`src/rtl/i2s_capture_ctrl.sv`:
```
// rtl/i2s_capture_ctrl.sv - I2S master capturing the left-channel word of each frame into a small FIFO
module i2s_capture_ctrl #(
    parameter int CLK_DIV       = 2,
    parameter int SAMPLE_BITS   = 18,
    parameter int WARMUP_FRAMES = 2,
    parameter int FIFO_DEPTH    = 4
) (
    input  logic                   clk,
    input  logic                   reset,
    input  logic                   enable,
    input  logic                   sd,
    output logic                   sck,
    output logic                   ws,
    output logic [SAMPLE_BITS-1:0] sample_data,
    output logic                   sample_valid,
    input  logic                   sample_ready,
    output logic                   overflow,
    output logic                   busy
);
    localparam int DW = (CLK_DIV > 1) ? $clog2(CLK_DIV) : 1;
    localparam int AW = $clog2(FIFO_DEPTH);
    localparam logic [DW-1:0] DIV_LAST  = DW'(CLK_DIV - 1);
    localparam logic [7:0]    WARM_LAST = 8'(WARMUP_FRAMES - 1);
    localparam logic [5:0]    LAST_BIT  = 6'(SAMPLE_BITS);
    localparam logic [AW:0]   FULL_CNT  = (AW + 1)'(FIFO_DEPTH);

    typedef enum logic [1:0] {IDLE, WARMUP, CAPTURE} state_t;

    state_t                 state, state_next;
    logic [DW-1:0]          div_cnt;
    logic [5:0]             bit_cnt;
    logic [5:0]             bit_cnt_inc;
    logic [7:0]             warm_cnt;
    logic [SAMPLE_BITS-1:0] shift_reg;
    logic [SAMPLE_BITS-1:0] word;
    logic [SAMPLE_BITS-1:0] mem [FIFO_DEPTH];
    logic [AW:0]            wr_ptr, rd_ptr;
    logic                   tick, rise, fall, wrap;
    logic                   shift_en, push, push_ok, pop, full;

    // SCK edges are decided one cycle ahead: the registered sck flips on the same edge as the event
    always_comb begin
        tick        = (state != IDLE) && (div_cnt == '0);
        rise        = tick && !sck;
        fall        = tick && sck;
        bit_cnt_inc = bit_cnt + 6'd1;
        wrap        = fall && (bit_cnt == 6'd63);
        shift_en    = rise && (bit_cnt >= 6'd1) && (bit_cnt <= LAST_BIT);
        word        = (shift_reg << 1) | SAMPLE_BITS'(sd);
        push        = rise && (state == CAPTURE) && (bit_cnt == LAST_BIT);
        full        = (wr_ptr - rd_ptr) == FULL_CNT;
        pop         = sample_valid && sample_ready;
        push_ok     = push && (!full || pop);
        state_next  = state;
        case (state)
            IDLE: begin
                if (enable)
                    state_next = (WARMUP_FRAMES == 0) ? CAPTURE : WARMUP;
            end
            WARMUP: begin
                if (wrap && !enable)
                    state_next = IDLE;
                else if (wrap && (warm_cnt == WARM_LAST))
                    state_next = CAPTURE;
            end
            CAPTURE: begin
                if (wrap && !enable)
                    state_next = IDLE;
            end
            default: state_next = IDLE;
        endcase
    end

    always_ff @(posedge clk) begin
        if (reset) begin
            state     <= IDLE;
            div_cnt   <= '0;
            bit_cnt   <= '0;
            warm_cnt  <= '0;
            sck       <= 1'b0;
            ws        <= 1'b0;
            shift_reg <= '0;
            overflow  <= 1'b0;
            wr_ptr    <= '0;
            rd_ptr    <= '0;
            for (int i = 0; i < FIFO_DEPTH; i++)
                mem[i] <= '0;
        end else begin
            state <= state_next;
            if (state == IDLE) begin
                if (enable) begin
                    div_cnt  <= DIV_LAST;
                    bit_cnt  <= '0;
                    warm_cnt <= '0;
                    sck      <= 1'b0;
                    overflow <= 1'b0;
                end
            end else begin
                if (tick) begin
                    div_cnt <= DIV_LAST;
                    sck     <= ~sck;
                end else begin
                    div_cnt <= div_cnt - 1'b1;
                end
                // The wrap lands on bit_cnt=0, so sck and ws both return low when stopping
                if (fall) begin
                    bit_cnt <= bit_cnt_inc;
                    ws      <= bit_cnt_inc[5];
                    if (wrap && (state == WARMUP))
                        warm_cnt <= warm_cnt + 8'd1;
                end
                if (shift_en)
                    shift_reg <= word;
            end
            if (push_ok) begin
                mem[wr_ptr[AW-1:0]] <= word;
                wr_ptr              <= wr_ptr + 1'b1;
            end
            if (push && !push_ok)
                overflow <= 1'b1;
            if (pop)
                rd_ptr <= rd_ptr + 1'b1;
        end
    end

    assign sample_data  = mem[rd_ptr[AW-1:0]];
    assign sample_valid = (wr_ptr != rd_ptr);
    assign busy         = (state != IDLE);
endmodule
```
`config.mk`:
```
export PLATFORM = sky130hd
export DESIGN_NAME = i2s_capture_ctrl
export DESIGN_NICKNAME = d
export VERILOG_FILES = /design/src/rtl/i2s_capture_ctrl.sv
export SDC_FILE = /design/constraint.sdc
export NUM_CORES = 1
export LEC_CHECK = 0
export ABC_AREA = 1
export BUFFER_PORTS_ARGS = -buffer_cell sky130_fd_sc_hd__buf_2
export CORE_MARGIN = 8
export CORE_UTILIZATION = 50
export CTS_CLUSTER_SIZE = 12
export DETAILED_ROUTE_END_ITERATION = 6
export GPL_TIMING_DRIVEN = 0
export PLACE_DENSITY_LB_ADDON = 0.05
export SLEW_MARGIN = 20
export SYNTH_ARGS = -nofsm -noshare
export SYNTH_HDL_FRONTEND = slang
export SYNTH_SLANG_ARGS = --single-unit
```
`constraint.sdc`:
```
create_clock -name clk -period 3.7 [get_ports clk]
set_input_delay 0.555 -clock clk [delete_from_list [all_inputs] [get_ports clk]]
set_output_delay 0.555 -clock clk [all_outputs]
set_load 0.02 [all_outputs]
```
==> results.sh, run 1 <==
export IMPL_worst_margin_slew_ps=837.0
export IMPL_ys_types=29
export IMPL_cts_resized=0
export IMPL_synthDominantAreaCellType="sky130_fd_sc_hd__edfxtp_1"
export IMPL_power_combinational_fraction_pct=11.3
export IMPL_die_area_sq_um=14210
export IMPL_place_port_buffers=27
export IMPL_yosys_register_bits=117
export IMPL_worst_hold_path_num_cells=3
export IMPL_insertedDiodeCount=0
export IMPL_leakagePower_nw=2.220
export IMPL_cts_hold_buffers=0
export IMPL_first_pass_grt_wire_length_um=21330
export IMPL_worst_setup_path_start_kind="flip-flop"
export IMPL_switching_share_pct=26.04
export IMPL_power_net_switching_mw=0.8883
export IMPL_timing_critical_path_to_type="flip-flop"
export IMPL_powerDensity_nw_per_um2=544.9
export IMPL_crit_fanout=10
export IMPL_finalCritPeriodShare_pct=89.29
export IMPL_mappedNetlistArea_sq_um=5326
export IMPL_finClkSkew_ps=8.003
export IMPL_die_height_um=119.2
export IMPL_synth_top_family_by_area="simple AND/OR/NAND/NOR gates"
export IMPL_routed_wirelength_normalized_by_instance_count_um=17.21
export IMPL_ctsHtreeMaxLevel=4
export IMPL_gr_usage_met1_pct=22.33
export IMPL_grt_max_degree=19
export IMPL_synth_top_cell_area_share_pct=40.59
export IMPL_rsz0062_at_grt="no"
export IMPL_drc_errors=0
export IMPL_largest_register_ffs=72
export IMPL_routed_via_count=4252
export IMPL_post_synth_xor_area_fraction_pct=0.4933
export IMPL_clk_pin_slew_worst_paths_ps=60
export IMPL_io_pins=28
export IMPL_setup_viol=0
export IMPL_layout_nets=641
export IMPL_util_after_layout_pct=60.64
export IMPL_power_share_sequential_pct=43.1
export IMPL_antenna_violating_nets_post_route=0
export IMPL_cell_at_the_root_of_the_clock_tree="sky130_fd_sc_hd__clkbuf_8"
export IMPL_yosys_top_cells_area="sky130_fd_sc_hd__edfxtp_1, sky130_fd_sc_hd__dfxtp_1, sky130_fd_sc_hd__o21ai_0, sky130_fd_sc_hd__nor2_1, sky130_fd_sc_hd__nor3_1"
export IMPL_area_growth_synth_to_final_pct=17.52
export IMPL_post_synth_and_or_nand_nor_area_fraction_pct=20.32
export IMPL_groute_layer_met2_usage_pct=33.58
export IMPL_status="finished, final reports clean"
export IMPL_numClockSinks=117
export IMPL_timing_critical_path_required_ps=3920
export IMPL_synth_compound_area_share_pct=12.45
export IMPL_final_min_clock_period_ps=3304
export IMPL_viasPerCell=5.486
export IMPL_gpl_final_weighted_congestion=0.7894
export IMPL_cts_setup_buffers=0
export IMPL_synth_adder_area_share_pct=2.349
export IMPL_gr_usage_met3_pct=4.771
export IMPL_overall_global_routing_resource_usage_pct=19.15
export IMPL_drt_pass_1_iters=5
export IMPL_synthesis_area_per_instance_sq_um=9.231
export IMPL_worst_ir_drop_vdd_mv=0.3994
export IMPL_internal_power_mw=2.522
export IMPL_drt_total_wl_um=13340
export IMPL_cts_buffers_inserted=17
export IMPL_grt_antenna_before_repair=0
export IMPL_yosys_warnings=0
export IMPL_grt_busiest_layer="met2"
export IMPL_cts_tree="built"
export IMPL_p_clk_share_pct=45.6
export IMPL_maxCapViolations=0
export IMPL_globalRoute_totalOverflow=0
export IMPL_clk_path_buf_depth=2
export IMPL_hold_violation_count_in_the_final_report=0
export IMPL_max_freq_mhz=302.7
export IMPL_muxShareOfSynthArea_pct=0
export IMPL_min_delay_path_class="in -> reg"
export IMPL_core_sq_um=10320
export IMPL_max_slew_margin_rel_pct=44.20
export IMPL_synth_sequential_area_ratio_pct=57.51
export IMPL_drive_above_1_share_pct=15.34
export IMPL_initial_core_util_pct=51.59
export IMPL_grt_pass1_vias=4166
export IMPL_synth_edf_count=72
export IMPL_worstRegToRegCells=15
export IMPL_critical_path_arrival_ps=3520
export IMPL_synth_flop_cell="sky130_fd_sc_hd__edfxtp_1"
export IMPL_worstSetupPathType="reg -> reg"
export IMPL_clock_latency_reported_for_the_late_side_of_the_worst_skew_pair_ps=510
export IMPL_first_iter_violations=284
export IMPL_placementRows=37
export IMPL_fin_total_pwr_mw=3.411
export IMPL_hpwl_um=8852
export IMPL_post_synthesis_net_count=592
export IMPL_top_count_cell_post_synth="sky130_fd_sc_hd__nor2_1"
export IMPL_die_width_um=119.2
export IMPL_ys_top_cells_by_count="sky130_fd_sc_hd__nor2_1, sky130_fd_sc_hd__edfxtp_1, sky130_fd_sc_hd__o21ai_0, sky130_fd_sc_hd__nand2_1, sky130_fd_sc_hd__inv_1"
export IMPL_slew_viol_final=0
export IMPL_async_reset_ff_share_pct=0
export IMPL_syn_inst=577
==> logic make-up (layout without fill, tap and decap cells) <==
group           Yosys count  count (layout)
simple gates            230             230
compound gates          127             127
xor+xnor                  3               3
fa+ha+maj                10              10
buf+inv                  90             152
flops                   117             117
==> final cells by class <==
class | count | area [sq um]
Clock buffer | 19 | 431.7
Tap cell | 136 | 170.2
Timing Repair Buffer | 30 | 176.4
Sequential cell | 117 | 3063
Clock inverter | 13 | 133.9
Inverter | 58 | 217.7
Multi-Input combinational cell | 370 | 1918
Fill cell | 879 | 4064
Buffer | 32 | 148.9
==> per-stage QoR <==
step | setup WS [ps] | TNS [ps] | hold slack (ps) | instance area, sq um | instances
6_report | 396.3 | 0 | 405.0 | 6260 | 775
3_5_place_dp | 359.8 | 0 | 465.9 | 5694 | 743
3_3_place_gp | -1042 | -47870 | 447.5 | 5632 | 740
2_1_floorplan | 452.6 | 0 | 439.0 | 5326 | 577
5_1_grt | 127.3 | 0 | 417.7 | 6260 | 775
4_1_cts | 331.8 | 0 | 388.2 | 6260 | 775
==> power groups by stage <==
stage | Sequential, mW | Clock [mW] | Combinational (mW)
floorplan | 1.49 | 0 | 0.240
global placement | 1.50 | 0 | 0.373
detailed placement | 1.50 | 0 | 0.385
CTS | 1.47 | 1.57 | 0.387
global route | 1.48 | 1.63 | 0.421
finish | 1.47 | 1.56 | 0.384
==> metal layers <==
layer / vias to the layer above / part of all wire (%) / routed length, um
met2: 125 / 51 / 6784
li1: 2084 / - / -
met4: 0 / 1.5 / 194
met3: 20 / 5.8 / 768
met5: - / 0 / 0
met1: 2023 / 42 / 5593
==> placed cells by master (no fill, tap or decap), types with 15 or more instances in the layout <==
| cell | n |
|---|---|
| sky130_fd_sc_hd__a21oi_1 | 40 |
| sky130_fd_sc_hd__buf_2 | 35 |
| sky130_fd_sc_hd__clkbuf_1 | 22 |
| sky130_fd_sc_hd__clkbuf_16 | 16 |
| sky130_fd_sc_hd__dfxtp_1 | 45 |
| sky130_fd_sc_hd__edfxtp_1 | 72 |
| sky130_fd_sc_hd__inv_1 | 56 |
| sky130_fd_sc_hd__nand2_1 | 60 |
| sky130_fd_sc_hd__nand3_1 | 15 |
| sky130_fd_sc_hd__nor2_1 | 80 |
| sky130_fd_sc_hd__nor3_1 | 48 |
| sky130_fd_sc_hd__o21ai_0 | 63 |
| sky130_fd_sc_hd__o22ai_1 | 19 |
==> final timing paths <==
path | from | endpoint | slack (ps)
min reg2reg | warm_cnt[6] | warm_cnt[6] | 470
min | sd | shift_reg[0] | 400
max | wr_ptr[0] | mem[3][16] | 400
max reg2reg | wr_ptr[0] | mem[3][16] | 400
==> critical path: stages (launching register included) <==
cell	delay, ps
sky130_fd_sc_hd__dfxtp_1	320
sky130_fd_sc_hd__inv_1	100
sky130_fd_sc_hd__clkbuf_1	470
sky130_fd_sc_hd__ha_1	240
sky130_fd_sc_hd__inv_1	40
sky130_fd_sc_hd__nand2_1	40
sky130_fd_sc_hd__nand2_1	60
sky130_fd_sc_hd__nand2_1	60
sky130_fd_sc_hd__inv_1	30
sky130_fd_sc_hd__nor2_1	110
sky130_fd_sc_hd__nand2_2	150
sky130_fd_sc_hd__nand4_1	190
sky130_fd_sc_hd__buf_2	290
sky130_fd_sc_hd__inv_1	80
sky130_fd_sc_hd__nor2_2	580
sky130_fd_sc_hd__buf_8	240
(Power assumes the default switching activity.)
==> run 2: changes to the inputs <==
--- a/config.mk
+++ b/config.mk
@@ -12,7 +12,7 @@
 export CTS_CLUSTER_SIZE = 12
 export DETAILED_ROUTE_END_ITERATION = 6
 export GPL_TIMING_DRIVEN = 0
-export PLACE_DENSITY_LB_ADDON = 0.05
+export PLACE_DENSITY = 0.67
 export SLEW_MARGIN = 20
 export SYNTH_ARGS = -nofsm -noshare
 export SYNTH_HDL_FRONTEND = slang
==> results.sh, run 2 (synthesized netlist as in run 1, its figures left out) <==
export IMPL_worstSetupPathType="reg -> reg"
export IMPL_final_cell_mix="sky130_fd_sc_hd__nor2_1, sky130_fd_sc_hd__edfxtp_1, sky130_fd_sc_hd__o21ai_0"
export IMPL_max_slew_margin_rel_pct=48.73
export IMPL_initial_core_util_pct=51.59
export IMPL_crit_path_max_incr_delay_ps=580
export IMPL_routed_wirelength_normalized_by_instance_count_um=16.61
export IMPL_globalRoute_totalOverflow=0
export IMPL_timing_critical_path_to_type="flip-flop"
export IMPL_largest_register_ffs=72
export IMPL_place_port_buffers=27
export IMPL_core_sq_um=10320
export IMPL_cell_at_the_root_of_the_clock_tree="sky130_fd_sc_hd__clkbuf_8"
export IMPL_worst_ir_drop_vdd_mv=0.2903
export IMPL_slew_viol_final=0
export IMPL_viasPerCell=5.590
export IMPL_clk_path_buf_depth=2
export IMPL_cts_resized=0
export IMPL_die_height_um=119.2
export IMPL_grt_pass1_vias=4272
export IMPL_final_min_clock_period_ps=3240
export IMPL_cts_tree="built"
export IMPL_grt_max_degree=17
export IMPL_hold_violation_count_in_the_final_report=0
export IMPL_critical_path_cell_chain="inv_1 -> clkbuf_1 -> ha_1 -> inv_1 -> nand2_1 -> nand2_1 -> nand2_1 -> inv_1 -> nor2_1 -> nand2_2 -> nand4_1 -> buf_2 -> inv_1 -> nor2_2 -> buf_8"
export IMPL_min_delay_path_class="in -> reg"
export IMPL_overall_global_routing_resource_usage_pct=18.85
export IMPL_timing_critical_path_buf_inv=7
export IMPL_final_common_cell="sky130_fd_sc_hd__nor2_1"
export IMPL_cts_buffers_inserted=17
export IMPL_drive_above_1_share_pct=15.16
export IMPL_die_area_sq_um=14210
export IMPL_crit_slowest_cell="sky130_fd_sc_hd__nor2_2"
export IMPL_finClkSkew_ps=5.676
export IMPL_critical_path_arrival_ps=3470
export IMPL_numClockSinks=117
export IMPL_numPlacedInstances=744
export IMPL_clock_latency_reported_for_the_late_side_of_the_worst_skew_pair_ps=520
export IMPL_rsz0062_at_grt="no"
export IMPL_grt_antenna_before_repair=0
export IMPL_timing_critical_path_required_ps=3930
export IMPL_worst_margin_slew_ps=769.1
export IMPL_drt_pass_1_iters=5
export IMPL_powerDensity_nw_per_um2=560.7
export IMPL_leakagePower_nw=2.260
export IMPL_max_freq_mhz=308.6
export IMPL_worst_path_most_repeated_cell="sky130_fd_sc_hd__inv_1"
export IMPL_routed_via_count=4338
export IMPL_insertedDiodeCount=0
export IMPL_maxCapViolations=0
export IMPL_hpwl_um=8679
export IMPL_cts_setup_buffers=0
export IMPL_io_pins=28
export IMPL_crit_fanout=10
export IMPL_area_growth_synth_to_final_pct=18.77
export IMPL_layout_nets=642
export IMPL_layout_setup_ws_ps=459.7
export IMPL_clk_pin_slew_worst_paths_ps=60
export IMPL_placementRows=37
export IMPL_first_iter_violations=340
export IMPL_cts_hold_buffers=0
export IMPL_setup_viol=0
export IMPL_worst_setup_path_start_kind="flip-flop"
export IMPL_first_pass_grt_wire_length_um=21140
export IMPL_fin_worst_hold_slack_ps=389.4
export IMPL_status="finished, final reports clean"
export IMPL_ctsHtreeMaxLevel=4
export IMPL_gpl_final_weighted_congestion=0.8302
export IMPL_die_width_um=119.2
export IMPL_kind_of_cell_with_the_highest_combined_delay_on_the_critical_path="buffers and inverters"
export IMPL_antenna_violating_nets_post_route=0
export IMPL_drc_errors=0
export IMPL_preCtsSetupSlack_ps=443.8
export IMPL_drt_total_wl_um=12890
export IMPL_finalCritPeriodShare_pct=87.57
export IMPL_final_instance_count_excl_fillers=776
run 2: changes by cell type in the layout (fill, tap and decap cells not counted):
| cell | before | now |
|---|---|---|
| sky130_fd_sc_hd__o21ai_2 | 2 | 3 |
| sky130_fd_sc_hd__bufinv_16 | 2 | 3 |
| sky130_fd_sc_hd__clkinv_2 | 4 | 3 |
| sky130_fd_sc_hd__o21ai_4 | 1 | 0 |
| sky130_fd_sc_hd__buf_6 | 3 | 2 |
| sky130_fd_sc_hd__clkbuf_1 | 22 | 24 |
| sky130_fd_sc_hd__buf_8 | 2 | 4 |
| sky130_fd_sc_hd__clkbuf_16 | 16 | 18 |
| sky130_fd_sc_hd__clkbuf_8 | 2 | 3 |
| sky130_fd_sc_hd__clkinv_4 | 4 | 1 |
| sky130_fd_sc_hd__clkinvlp_4 | 2 | 0 |
run 2: cell type report:
class	count	area, sq um
Fill cell	855	3998
Buffer	32	148.9
Multi-Input combinational cell	370	1911
Sequential cell	117	3063
Clock buffer	24	503.0
Timing Repair Buffer	31	195.2
Inverter	58	217.7
Tap cell	136	170.2
Clock inverter	8	117.6
run 2: stage by stage:
| stage | util (%) | TNS, ps | instance area (sq um) | total power [mW] |
|---|---|---|---|---|
| after global routing | 61.28 | 0 | 6326 | 3.666 |
| after global placement | 54.55 | -31210 | 5632 | 1.866 |
| final | 61.28 | 0 | 6326 | 3.547 |
| after CTS | 61.28 | 0 | 6326 | 3.559 |
| after floorplan | - | 0 | 5326 | 1.735 |
| after detailed placement | 55.27 | 0 | 5705 | 1.882 |
run 2: worst min-delay path: stages:
cell and delay [ps]:
sky130_fd_sc_hd__buf_2 120, sky130_fd_sc_hd__o21ai_0 90, sky130_fd_sc_hd__a21oi_1 110
run 2: path summary, 6_finish.rpt:
check             slack (ps)      endpoint  cells after the start   startpoint
hold / removal           390  shift_reg[0]                      3           sd
setup reg to reg         460    mem[3][16]                     15    wr_ptr[0]
hold reg to reg          460   warm_cnt[6]                      2  warm_cnt[6]
setup / recovery         460    mem[3][16]                     15    wr_ptr[0]
run 2: report_power, final:
| part | total (mW) | switching, mW | internal, mW |
|---|---|---|---|
| combinational | 0.385 | 0.275 | 0.110 |
| clock | 1.69 | 0.553 | 1.14 |
| sequential | 1.47 | 0.0274 | 1.44 |
run 2: metal layers:
layer / routed length (um) / vias up / global-route usage (%) / share of wire (%)
met5: 0 / - / 0 / 0
met3: 717 / 28 / 4.676 / 5.6
met1: 5597 / 2090 / 22.86 / 43
met4: 303 / 0 / 8.538 / 2.4
li1: - / 2084 / - / -
met2: 6272 / 136 / 31.09 / 49
